**src/rtl/prf_alloc_ctrl_pkg.sv**
```systemverilog
`default_nettype none
// ============================================================================
// Module   : prf_alloc_ctrl_pkg
// Desc     : Shared constants, index types and FSM encoding for the PRF allocator.
// Revision : 1.0
// ============================================================================
package prf_alloc_ctrl_pkg;

  localparam int PRF_SIZE  = 48;
  localparam int ARF_SIZE  = 32;
  localparam int PRF_IDX_W = $clog2(PRF_SIZE);
  localparam int PRF_CNT_W = $clog2(PRF_SIZE + 1);

  typedef logic [PRF_IDX_W-1:0] prf_idx_t;
  typedef logic [PRF_CNT_W-1:0] prf_cnt_t;

  typedef enum logic [0:0] {
    ALLOC_NORMAL  = 1'b0,
    ALLOC_RECOVER = 1'b1
  } alloc_state_t;

endpackage
`default_nettype wire

```
**src/rtl/prf_alloc_ctrl_if.sv**
```systemverilog
`default_nettype none
// ============================================================================
// Module   : prf_alloc_ctrl_if
// Desc     : Rename-request, retire-free, bulk-free and status bundle for the allocator.
// Revision : 1.0
// ============================================================================
interface prf_alloc_ctrl_if #(
  parameter int PRF_SIZE = prf_alloc_ctrl_pkg::PRF_SIZE
);
  localparam int IDX_W = $clog2(PRF_SIZE);
  localparam int CNT_W = $clog2(PRF_SIZE + 1);

  logic                request1;
  logic                request2;
  logic                PRF_rename_valid1;
  logic [IDX_W-1:0]    PRF_rename_idx1;
  logic                PRF_rename_valid2;
  logic [IDX_W-1:0]    PRF_rename_idx2;
  logic                retire_free_valid1;
  logic [IDX_W-1:0]    retire_free_idx1;
  logic                retire_free_valid2;
  logic [IDX_W-1:0]    retire_free_idx2;
  logic                PRF_free_valid;
  logic [PRF_SIZE-1:0] PRF_free_list_in;
  logic                mispredict_sig;
  logic [CNT_W-1:0]    free_count;
  logic                alloc_halt;

  modport master (
    output request1, request2,
    output retire_free_valid1, retire_free_idx1,
    output retire_free_valid2, retire_free_idx2,
    output PRF_free_valid, PRF_free_list_in, mispredict_sig,
    input  PRF_rename_valid1, PRF_rename_idx1,
    input  PRF_rename_valid2, PRF_rename_idx2,
    input  free_count, alloc_halt
  );

  modport slave (
    input  request1, request2,
    input  retire_free_valid1, retire_free_idx1,
    input  retire_free_valid2, retire_free_idx2,
    input  PRF_free_valid, PRF_free_list_in, mispredict_sig,
    output PRF_rename_valid1, PRF_rename_idx1,
    output PRF_rename_valid2, PRF_rename_idx2,
    output free_count, alloc_halt
  );

endinterface
`default_nettype wire

```
**src/rtl/prf_alloc_ctrl_pick2.sv**
```systemverilog
`default_nettype none
// ============================================================================
// Module   : prf_pick2
// Desc     : Combinational finder for the lowest two set bits of a vector.
// Revision : 1.0
// ============================================================================
module prf_pick2 #(
  parameter int WIDTH = 48,
  parameter int IDX_W = $clog2(WIDTH)
) (
  input  wire logic [WIDTH-1:0] i_vec,
  output logic      [IDX_W-1:0] o_first_idx,
  output logic                  o_first_valid,
  output logic      [IDX_W-1:0] o_second_idx,
  output logic                  o_second_valid
);

  always_comb begin
    o_first_idx    = '0;
    o_first_valid  = 1'b0;
    o_second_idx   = '0;
    o_second_valid = 1'b0;
    for (int i = 0; i < WIDTH; i++) begin
      if (i_vec[i]) begin
        if (!o_first_valid) begin
          o_first_idx   = IDX_W'(i);
          o_first_valid = 1'b1;
        end else if (!o_second_valid) begin
          o_second_idx   = IDX_W'(i);
          o_second_valid = 1'b1;
        end
      end
    end
  end

endmodule
`default_nettype wire

```
**src/rtl/prf_alloc_ctrl.sv**
```systemverilog
`default_nettype none
// ============================================================================
// Module   : prf_alloc_ctrl
// Desc     : 2-way rename PRF free-list allocator with retire/bulk reclaim and mispredict recovery.
// Revision : 1.0
// ============================================================================
module prf_alloc_ctrl #(
  parameter int PRF_SIZE = prf_alloc_ctrl_pkg::PRF_SIZE,
  parameter int ARF_SIZE = prf_alloc_ctrl_pkg::ARF_SIZE
) (
  input  wire logic       clock,
  input  wire logic       reset,
  prf_alloc_ctrl_if.slave bus
);
  import prf_alloc_ctrl_pkg::*;

  localparam int IDX_W = $clog2(PRF_SIZE);
  localparam int CNT_W = $clog2(PRF_SIZE + 1);

  localparam logic [PRF_SIZE-1:0] c_reset_list  = {PRF_SIZE{1'b1}} << ARF_SIZE;
  localparam logic [CNT_W-1:0]    c_reset_count = CNT_W'(PRF_SIZE - ARF_SIZE);

  logic [PRF_SIZE-1:0] r_free_list;
  logic [PRF_SIZE-1:0] w_free_list_next;
  logic [PRF_SIZE-1:0] w_alloc_mask;
  logic [PRF_SIZE-1:0] w_free_mask;
  logic [CNT_W-1:0]    r_free_count;
  logic [CNT_W-1:0]    w_free_count_next;
  alloc_state_t        r_state;
  alloc_state_t        w_state_next;

  logic [IDX_W-1:0]    w_l0;
  logic [IDX_W-1:0]    w_l1;
  logic                w_l0_valid;
  logic                w_l1_valid;
  logic                w_grant_en;
  logic                w_valid1;
  logic                w_valid2;
  logic [IDX_W-1:0]    w_idx1;
  logic [IDX_W-1:0]    w_idx2;

  prf_pick2 #(
    .WIDTH (PRF_SIZE),
    .IDX_W (IDX_W)
  ) u_pick2 (
    .i_vec          (r_free_list),
    .o_first_idx    (w_l0),
    .o_first_valid  (w_l0_valid),
    .o_second_idx   (w_l1),
    .o_second_valid (w_l1_valid)
  );

  // Grants are only offered in NORMAL on a cycle without a fresh mispredict.
  always_comb begin
    w_state_next = r_state;
    w_grant_en   = 1'b0;
    case (r_state)
      ALLOC_NORMAL: begin
        w_grant_en = !bus.mispredict_sig;
        if (bus.mispredict_sig) w_state_next = ALLOC_RECOVER;
      end
      ALLOC_RECOVER: begin
        w_state_next = bus.mispredict_sig ? ALLOC_RECOVER : ALLOC_NORMAL;
      end
      default: w_state_next = ALLOC_NORMAL;
    endcase
  end

  // Slot 2 takes L1 only when slot 1 also asks; L1 valid implies L0 valid, which keeps grants in order.
  always_comb begin
    w_valid1 = 1'b0;
    w_idx1   = '0;
    w_valid2 = 1'b0;
    w_idx2   = '0;
    if (reset && w_grant_en) begin
      if (bus.request1 && w_l0_valid) begin
        w_valid1 = 1'b1;
        w_idx1   = w_l0;
      end
      if (bus.request2) begin
        if (bus.request1) begin
          if (w_l1_valid) begin
            w_valid2 = 1'b1;
            w_idx2   = w_l1;
          end
        end else if (w_l0_valid) begin
          w_valid2 = 1'b1;
          w_idx2   = w_l0;
        end
      end
    end
  end

  always_comb begin
    w_alloc_mask = '0;
    w_free_mask  = bus.PRF_free_valid ? bus.PRF_free_list_in : '0;
    for (int i = 0; i < PRF_SIZE; i++) begin
      if ((w_valid1 && (w_idx1 == IDX_W'(i))) || (w_valid2 && (w_idx2 == IDX_W'(i))))
        w_alloc_mask[i] = 1'b1;
      if ((bus.retire_free_valid1 && (bus.retire_free_idx1 == IDX_W'(i))) ||
          (bus.retire_free_valid2 && (bus.retire_free_idx2 == IDX_W'(i))))
        w_free_mask[i] = 1'b1;
    end
    // Allocated entries are already free, so a coincident free of them is a no-op and must not undo the allocation.
    w_free_list_next  = (r_free_list | w_free_mask) & ~w_alloc_mask;
    w_free_count_next = '0;
    for (int i = 0; i < PRF_SIZE; i++) begin
      w_free_count_next = w_free_count_next + CNT_W'(w_free_list_next[i]);
    end
  end

  always_ff @(posedge clock or negedge reset) begin
    if (!reset) begin
      r_free_list  <= c_reset_list;
      r_free_count <= c_reset_count;
      r_state      <= ALLOC_NORMAL;
    end else begin
      r_free_list  <= w_free_list_next;
      r_free_count <= w_free_count_next;
      r_state      <= w_state_next;
    end
  end

  assign bus.PRF_rename_valid1 = w_valid1;
  assign bus.PRF_rename_idx1   = w_idx1;
  assign bus.PRF_rename_valid2 = w_valid2;
  assign bus.PRF_rename_idx2   = w_idx2;
  assign bus.free_count        = r_free_count;
  assign bus.alloc_halt        = reset && ((bus.request1 && !w_valid1) || (bus.request2 && !w_valid2));

endmodule
`default_nettype wire

```
**src/flat_wrapper.sv**
```systemverilog
// flat-port wrapper written by rule: the top's interface ports become plain ports
module prf_alloc_ctrl_flat import prf_alloc_ctrl_pkg::*;
#(
  parameter int PRF_SIZE = prf_alloc_ctrl_pkg::PRF_SIZE,
  parameter int ARF_SIZE = prf_alloc_ctrl_pkg::ARF_SIZE
)
  (clock, reset, bus_request1, bus_request2, bus_retire_free_valid1, bus_retire_free_idx1, bus_retire_free_valid2, bus_retire_free_idx2, bus_PRF_free_valid, bus_PRF_free_list_in, bus_mispredict_sig, bus_PRF_rename_valid1, bus_PRF_rename_idx1, bus_PRF_rename_valid2, bus_PRF_rename_idx2, bus_free_count, bus_alloc_halt);
  prf_alloc_ctrl_if #(.PRF_SIZE(PRF_SIZE)) bus_i ();
  input  wire logic clock;
  input  wire logic reset;
  input wire logic [$bits(bus_i.request1)-1:0] bus_request1;
  input wire logic [$bits(bus_i.request2)-1:0] bus_request2;
  input wire logic [$bits(bus_i.retire_free_valid1)-1:0] bus_retire_free_valid1;
  input wire logic [$bits(bus_i.retire_free_idx1)-1:0] bus_retire_free_idx1;
  input wire logic [$bits(bus_i.retire_free_valid2)-1:0] bus_retire_free_valid2;
  input wire logic [$bits(bus_i.retire_free_idx2)-1:0] bus_retire_free_idx2;
  input wire logic [$bits(bus_i.PRF_free_valid)-1:0] bus_PRF_free_valid;
  input wire logic [$bits(bus_i.PRF_free_list_in)-1:0] bus_PRF_free_list_in;
  input wire logic [$bits(bus_i.mispredict_sig)-1:0] bus_mispredict_sig;
  output wire logic [$bits(bus_i.PRF_rename_valid1)-1:0] bus_PRF_rename_valid1;
  output wire logic [$bits(bus_i.PRF_rename_idx1)-1:0] bus_PRF_rename_idx1;
  output wire logic [$bits(bus_i.PRF_rename_valid2)-1:0] bus_PRF_rename_valid2;
  output wire logic [$bits(bus_i.PRF_rename_idx2)-1:0] bus_PRF_rename_idx2;
  output wire logic [$bits(bus_i.free_count)-1:0] bus_free_count;
  output wire logic [$bits(bus_i.alloc_halt)-1:0] bus_alloc_halt;
  assign bus_i.request1 = bus_request1;
  assign bus_i.request2 = bus_request2;
  assign bus_i.retire_free_valid1 = bus_retire_free_valid1;
  assign bus_i.retire_free_idx1 = bus_retire_free_idx1;
  assign bus_i.retire_free_valid2 = bus_retire_free_valid2;
  assign bus_i.retire_free_idx2 = bus_retire_free_idx2;
  assign bus_i.PRF_free_valid = bus_PRF_free_valid;
  assign bus_i.PRF_free_list_in = bus_PRF_free_list_in;
  assign bus_i.mispredict_sig = bus_mispredict_sig;
  assign bus_PRF_rename_valid1 = bus_i.PRF_rename_valid1;
  assign bus_PRF_rename_idx1 = bus_i.PRF_rename_idx1;
  assign bus_PRF_rename_valid2 = bus_i.PRF_rename_valid2;
  assign bus_PRF_rename_idx2 = bus_i.PRF_rename_idx2;
  assign bus_free_count = bus_i.free_count;
  assign bus_alloc_halt = bus_i.alloc_halt;
  prf_alloc_ctrl #(.PRF_SIZE(PRF_SIZE), .ARF_SIZE(ARF_SIZE)) u_core (.clock(clock), .reset(reset), .bus(bus_i));
endmodule
```
**config.mk**
```make
export PLATFORM = sky130hd
export DESIGN_NAME = prf_alloc_ctrl_flat
export DESIGN_NICKNAME = d
export VERILOG_FILES = /design/src/rtl/prf_alloc_ctrl_pkg.sv /design/src/rtl/prf_alloc_ctrl_if.sv /design/src/rtl/prf_alloc_ctrl_pick2.sv /design/src/rtl/prf_alloc_ctrl.sv /design/src/flat_wrapper.sv
export SDC_FILE = /design/constraint.sdc
export NUM_CORES = 1
export LEC_CHECK = 0
export ABC_AREA = 0
export CAP_MARGIN = 40
export CELL_PAD_IN_SITES_DETAIL_PLACEMENT = 1
export CELL_PAD_IN_SITES_GLOBAL_PLACEMENT = 1
export CORE_MARGIN = 2
export CORE_UTILIZATION = 49
export CTS_CLUSTER_DIAMETER = 40
export CTS_CLUSTER_SIZE = 30
export DETAILED_ROUTE_END_ITERATION = 12
export DONT_BUFFER_PORTS = 1
export PLACE_DENSITY = 0.83
export SLEW_MARGIN = 5
export SYNTH_ARGS = -nofsm -noshare
export SYNTH_HDL_FRONTEND = slang
export SYNTH_HIERARCHICAL = 1
export SYNTH_SLANG_ARGS = --single-unit
export TNS_END_PERCENT = 1
```
**constraint.sdc**
```tcl
create_clock -name clock -period 14 [get_ports clock]
set_input_delay 1.4 -clock clock [delete_from_list [all_inputs] [get_ports clock]]
set_output_delay 1.4 -clock clock [all_outputs]
set_load 0.02 [all_outputs]
```
==> out/results.txt, run 1 <==
vias after detailed routing - 11100
DR pass1 iterations - 7
fin crit share - 93.2%
TritonCTS clock tree - yes
sum of overflow across all layers after global routing - 0
Layout Utilization - 50.3%
data arrival at the endpoint of the critical path - 13.27 ns
clock period minus final worst setup slack - 13.05 ns
clock root buffer - clkbuf_16
launching instance or port of the critical path - u_core/r_free_list[0]
Net Count, Synth - 1460
Initial Util - 49.9%
via count of the first global-routing pass - 10600
GRT Total Usage - 37.7%
Lkg Pwr - 3.54 nW
number of top-level pins - 89
total design power - 392 uW
launching element type of the critical path - flip-flop
most frequent cell on the critical path - fa_1
count of input and output buffers - 0
count of unique library cells instantiated by Yosys - 100
final RePlAce weighted congestion - 1.09
count of buffers added by post-CTS timing repair for setup - 0
CTS Sinks - 55
chip height - 145 um
CP max-delay cell - nor3_2
startpoint-to-endpoint class of the critical path - reg -> reg
post-detailed-route via-to-cell ratio - 7.34
dominant cells by area after synthesis - dfrtp_1 9.7%, fa_1 8.0%, a21oi_1 7.4%
Synthesis Warnings - 6
clock insertion delay at the later pin of the skew report - 0.30 ns
Critical R2R Launch - u_core/r_free_list[0]
crit path max fanout - 15
DP Wirelength - 32700 um
post-synthesis instance area - 9750 sq um
Peak supply drop - 0.0556 mV
first-pass GRT wire length - 63100 um
number of antenna violations at the first check in global routing - 2
most common cell in the synthesized netlist - a21oi_1
cell count after synthesis - 1338
class of the tightest hold or removal check - in -> async
Die Area - 21000 sq um
Slowest Stage Delay on Critical Path - 0.76 ns
net total in the final layout - 1368
Reg clk slew, reported paths - 0.08 ns
Post-synth EDFFs - 0
area of placed instances - 9670 sq um
type of destination of the critical path - flip-flop
layout cell share with drive strength beyond 1 - 8.74%
transition time of the tightest slew-check pin - 1.05 ns
number of slew-limit violations in the final report - 0
Pwr per Cell Area - 39.9 nW/um^2
worst-case clock buffer depth - 2
H-Tree Level Count - 2
routed wire length per instance - 27.2 um
Setup violations, final - 0
Required @ worst endpoint - 14.22 ns
last element of the critical path - u_core/bus.free_count[4]
setup TNS after final layout - 0 ns
core area - 19500 sq um
max-cap violations - 0
RSZ-0062 raised after global routing - no
Worst Reg2Reg Path Length in Cells - 40
Reg-to-Reg End - u_core/bus.free_count[4]
run status - completed
Fmax - 0.0766 GHz
area growth from synthesis to layout - 0.706%
sequential share of the synthesized area - 14.3%
number of CTS-inserted buffers - 5
total detailed-routing wirelength - 41100 um
largest net degree at the start of global routing - 59
final routed DRC violation total - 0
fraction of synthesized cell area taken by the top area cell type - 9.75%
final number of hold-violating endpoints - 0
most instantiated cells after synthesis - 144 x a21oi_1, 111 x nor2_1, 109 x o21ai_0
cts hold-fix bufs - 0
Avg Inst Size Synth - 7.29 sq um
flip-flop cell with the highest count after synthesis - dfrtp_1
library cell occupying the most area in the post-synthesis netlist - dfrtp_1
post-cts resize count - 0
row cnt - 51
count of nets left with antenna violations after detail routing - 0
horizontal die dimension - 145 um
worst rel slew slack - 28.3%
initial DRC count - 1438
proportion of register bits with asynchronous set or reset after synthesis - 100%
number of synthesized register bits - 55
cell area after layout - 9820 sq um
final worst clock skew - 0.0147 ns
internal reg-to-reg setup slack - 0.95 ns
area by class of cell:
| cell class | count | area [sq um] |
|---|---|---|
| sequential | 55 | 1400 |
| clock buffer | 6 | 139 |
| clock inverter | 2 | 11.3 |
| tap | 265 | 332 |
| antenna | 1 | 2.50 |
| inverter | 78 | 293 |
| timing repair buffer | 10 | 72.6 |
| fill | 2551 | 9700 |
| multi-input combinational | 1096 | 7570 |
flip-flops by register name, summed over array words and instances (netlist names):
register,cells
u_core/r_free_list,48
u_core/bus.free_count,6
u_core/r_state,1
critical path, delay by kind of cell, from the launching register on:
family | cells | cell delay, ns
buffers and inverters | 7 | 0.51
XOR/XNOR | 1 | 0.15
flip-flops | 1 | 0.42
AO/OA/AOI/OAI | 8 | 1.38
adder cells (fa/ha/maj) | 10 | 5.04
AND/OR/NAND/NOR | 14 | 5.46
kinds of logic after synthesis:
| family | after synthesis | share of synthesized area, % |
|---|---|---|
| DFF | 55 | 14.3 |
| buffers and inverters | 187 | 8.04 |
| AOI/OAI and AO/OA | 528 | 36.9 |
| muxes | 4 | 0.436 |
| and+or+nand+nor | 489 | 28.3 |
| xor gates and xnor gates | 7 | 0.629 |
| adders and majority gates | 68 | 11.4 |
power by group:
part / total (mW) / switching (mW) / internal [mW]
logic: 0.0918 / 0.0578 / 0.0340
clock network: 0.130 / 0.0595 / 0.0708
registers: 0.170 / 0.00639 / 0.164
total: 0.392 / 0.124 / 0.268
per-layer routing:
layer	global-route usage [%]	part of all wire (%)	up-vias
met5	0	0.032	-
met4	14.5	4.9	2
met3	7.39	9.6	137
met2	59.8	45	601
met1	50.7	40	5482
li1	-	-	4887
how the worst min path moves through the flow:
| stage | cells past startpoint | slack [ns] | startpoint | endpoint |
|---|---|---|---|---|
| floorplan | 4 | 0.65 | u_core/r_free_list[30] | u_core/r_free_list[30] |
| global placement | 4 | 0.95 | u_core/r_free_list[32] | u_core/r_free_list[32] |
| detailed placement | 4 | 0.98 | u_core/r_free_list[32] | u_core/r_free_list[32] |
| CTS | 0 | 0.79 | reset | u_core/r_state |
| global route | 0 | 0.78 | reset | u_core/r_state |
| finish | 0 | 0.78 | reset | u_core/r_state |
placed cells by master (no fill, tap or decap), types with 26 or more instances in the layout:
master      n
o21ai_0   109
o221ai_1   52
dfrtp_1    38
nand3_1    53
fa_1       39
a31oi_1    35
a21oi_1   143
nand2_1   101
nor2_1    111
inv_1      77
nor3_1     26
metrics by stage:
step	instances	setup WS (ns)	hold slack (ns)
6_report	1513	0.953	0.784
2_1_floorplan	1338	3.88	0.645
4_1_cts	1512	1.17	0.785
3_3_place_gp	1501	1.63	0.946
5_1_grt	1512	0.0596	0.778
3_5_place_dp	1504	1.24	0.977
Note: power is estimated with default switching activity, not from simulation.
==> inputs of run 2 (changes only) <==
GPL_ROUTABILITY_DRIVEN = 0   (was unset)
==> run 2 against run 1 <==
Global-route usage fell by 0.80 points. Non-clock buffer count rose by 1. Critical path type unchanged. Clock skew fell by 0.0060 ns. Critical path depth did not move. Routed wire length fell by 1.4%. Critical endpoint unchanged. Clock-buffer cell count rose by 2. Clock power rose by 4%.
==> out/results.txt, run 2 (synthesis results as in run 1) <==
core area - 19500 sq um
max-cap violations - 0
commonest non-fill, non-tap cell in the layout - a21oi_1
fin crit share - 92.6%
final worst clock skew - 0.00872 ns
DP Wirelength - 31600 um
TritonCTS clock tree - yes
Required @ worst endpoint - 14.23 ns
Slowest Stage Delay on Critical Path - 0.83 ns
area growth from synthesis to layout - 1.09%
Die Area - 21000 sq um
number of flip-flops in the largest register - 48
routed wire length per instance - 26.6 um
post-cts resize count - 0
highest-count cells in the layout ignoring fill and taps - 143 x a21oi_1, 111 x nor2_1, 109 x o21ai_0, 101 x nand2_1, 77 x inv_1
clock root buffer - clkbuf_16
Initial Util - 49.9%
run status - completed
worst-case clock buffer depth - 2
area of placed instances - 9670 sq um
cell area after layout - 9860 sq um
number of slew-limit violations in the final report - 0
Pwr per Cell Area - 40.3 nW/um^2
number of antenna violations at the first check in global routing - 4
count of buffers added by post-CTS timing repair for setup - 0
number of filler cells placed in the layout - 2536
clock period minus final worst setup slack - 12.96 ns
startpoint-to-endpoint class of the critical path - reg -> reg
final routed DRC violation total - 0
crit path max fanout - 15
net total in the final layout - 1369
launching element type of the critical path - flip-flop
first-pass GRT wire length - 62300 um
cts hold-fix bufs - 0
GRT Total Usage - 36.9%
count of input and output buffers - 0
number of CTS-inserted buffers - 5
clock insertion delay at the later pin of the skew report - 0.30 ns
row cnt - 51
post-detailed-route via-to-cell ratio - 7.41
via count of the first global-routing pass - 10800
class of the tightest hold or removal check - in -> async
Biggest register - u_core/r_free_list
DR pass1 iterations - 8
setup TNS after final layout - 0 ns
Lkg Pwr - 3.56 nW
layout cell share with drive strength beyond 1 - 8.65%
type of destination of the critical path - flip-flop
Peak supply drop - 0.0400 mV
number of top-level pins - 89
Reg clk slew, reported paths - 0.07 ns
count of nets left with antenna violations after detail routing - 0
total detailed-routing wirelength - 40500 um
chip height - 145 um
RSZ-0062 raised after global routing - no
most frequent cell on the critical path - fa_1
worst rel slew slack - 34.6%
initial DRC count - 1482
Setup violations, final - 0
vias after detailed routing - 11300
CP max-delay cell - a221oi_2
Fmax - 0.0772 GHz
H-Tree Level Count - 2
largest net degree at the start of global routing - 59
transition time of the tightest slew-check pin - 0.981 ns
final number of hold-violating endpoints - 0
data arrival at the endpoint of the critical path - 13.19 ns
sum of overflow across all layers after global routing - 0
horizontal die dimension - 145 um
CTS Sinks - 55
run 2: cell count changes in the layout (fill, tap and decap cells not counted):
cell | before | now
clkbuf_16 | 5 | 6
diode_2 | 1 | 8
clkbuf_1 | 0 | 2
dlymetal6s2s_1 | 0 | 1
clkbuf_8 | 1 | 0
clkinv_1 | 1 | 0
clkinvlp_4 | 1 | 0
run 2: final cells by class:
class / count / area, sq um / share of cell area, %
sequential: 55 / 1400 / 14.2
inverter: 78 / 293 / 2.97
clock buffer: 8 / 158 / 1.60
multi-input combinational: 1096 / 7570 / 76.8
tap: 265 / 332 / 3.36
timing repair buffer: 11 / 85.1 / 0.863
antenna: 8 / 20.0 / 0.203
run 2: per-stage QoR:
step,instances,total power [mW],worst slack (ns),hold WS [ns],util [%]
2_1_floorplan,1338,0.246,3.88,0.645,-
3_3_place_gp,1500,0.259,2.00,0.936,49.4
3_5_place_dp,1504,0.263,1.41,0.970,49.5
4_1_cts,1512,0.397,1.37,0.784,50.3
5_1_grt,1517,0.412,0.338,0.783,50.4
6_report,1521,0.398,1.04,0.790,50.5
run 2: final timing paths:
kind                                        from                       end  slack [ns]  cells after the start
max                        u_core/r_free_list[0]  u_core/bus.free_count[4]        1.04                     40
max reg2reg                u_core/r_free_list[0]  u_core/bus.free_count[4]        1.04                     40
min                                        reset            u_core/r_state        0.79                      0
max in group asynchronous                  reset  u_core/bus.free_count[4]       13.01                      0
min in group clock         u_core/r_free_list[1]     u_core/r_free_list[1]        1.00                      4
min reg2reg                u_core/r_free_list[1]     u_core/r_free_list[1]        1.00                      4
run 2: critical path: cells and delay by family, from the launching register on:
kind / cells / cell delay [ns]
xor+xnor: 1 / 0.14
flops: 1 / 0.42
simple gates: 9 / 3.69
fa+ha+maj: 10 / 4.62
compound gates: 15 / 3.66
buf+inv: 5 / 0.34
run 2: per-layer routing:
layer / up-vias / track usage [%] / share of wire, %
li1: 4913 / - / -
met1: 5515 / 49.5 / 40
met2: 677 / 58.1 / 44
met3: 168 / 5.50 / 9.9
met4: 0 / 18.0 / 5.9
met5: - / 0 / 0
run 2: report_power, final:
group / total [mW] / internal (mW) / switching (mW) / leakage [nW]
Sequential: 0.170 / 0.164 / 0.00648 / 0.532
Clock: 0.135 / 0.0775 / 0.0575 / 0.0764
Combinational: 0.0924 / 0.0341 / 0.0583 / 2.96
Total: 0.398 / 0.275 / 0.122 / 3.56
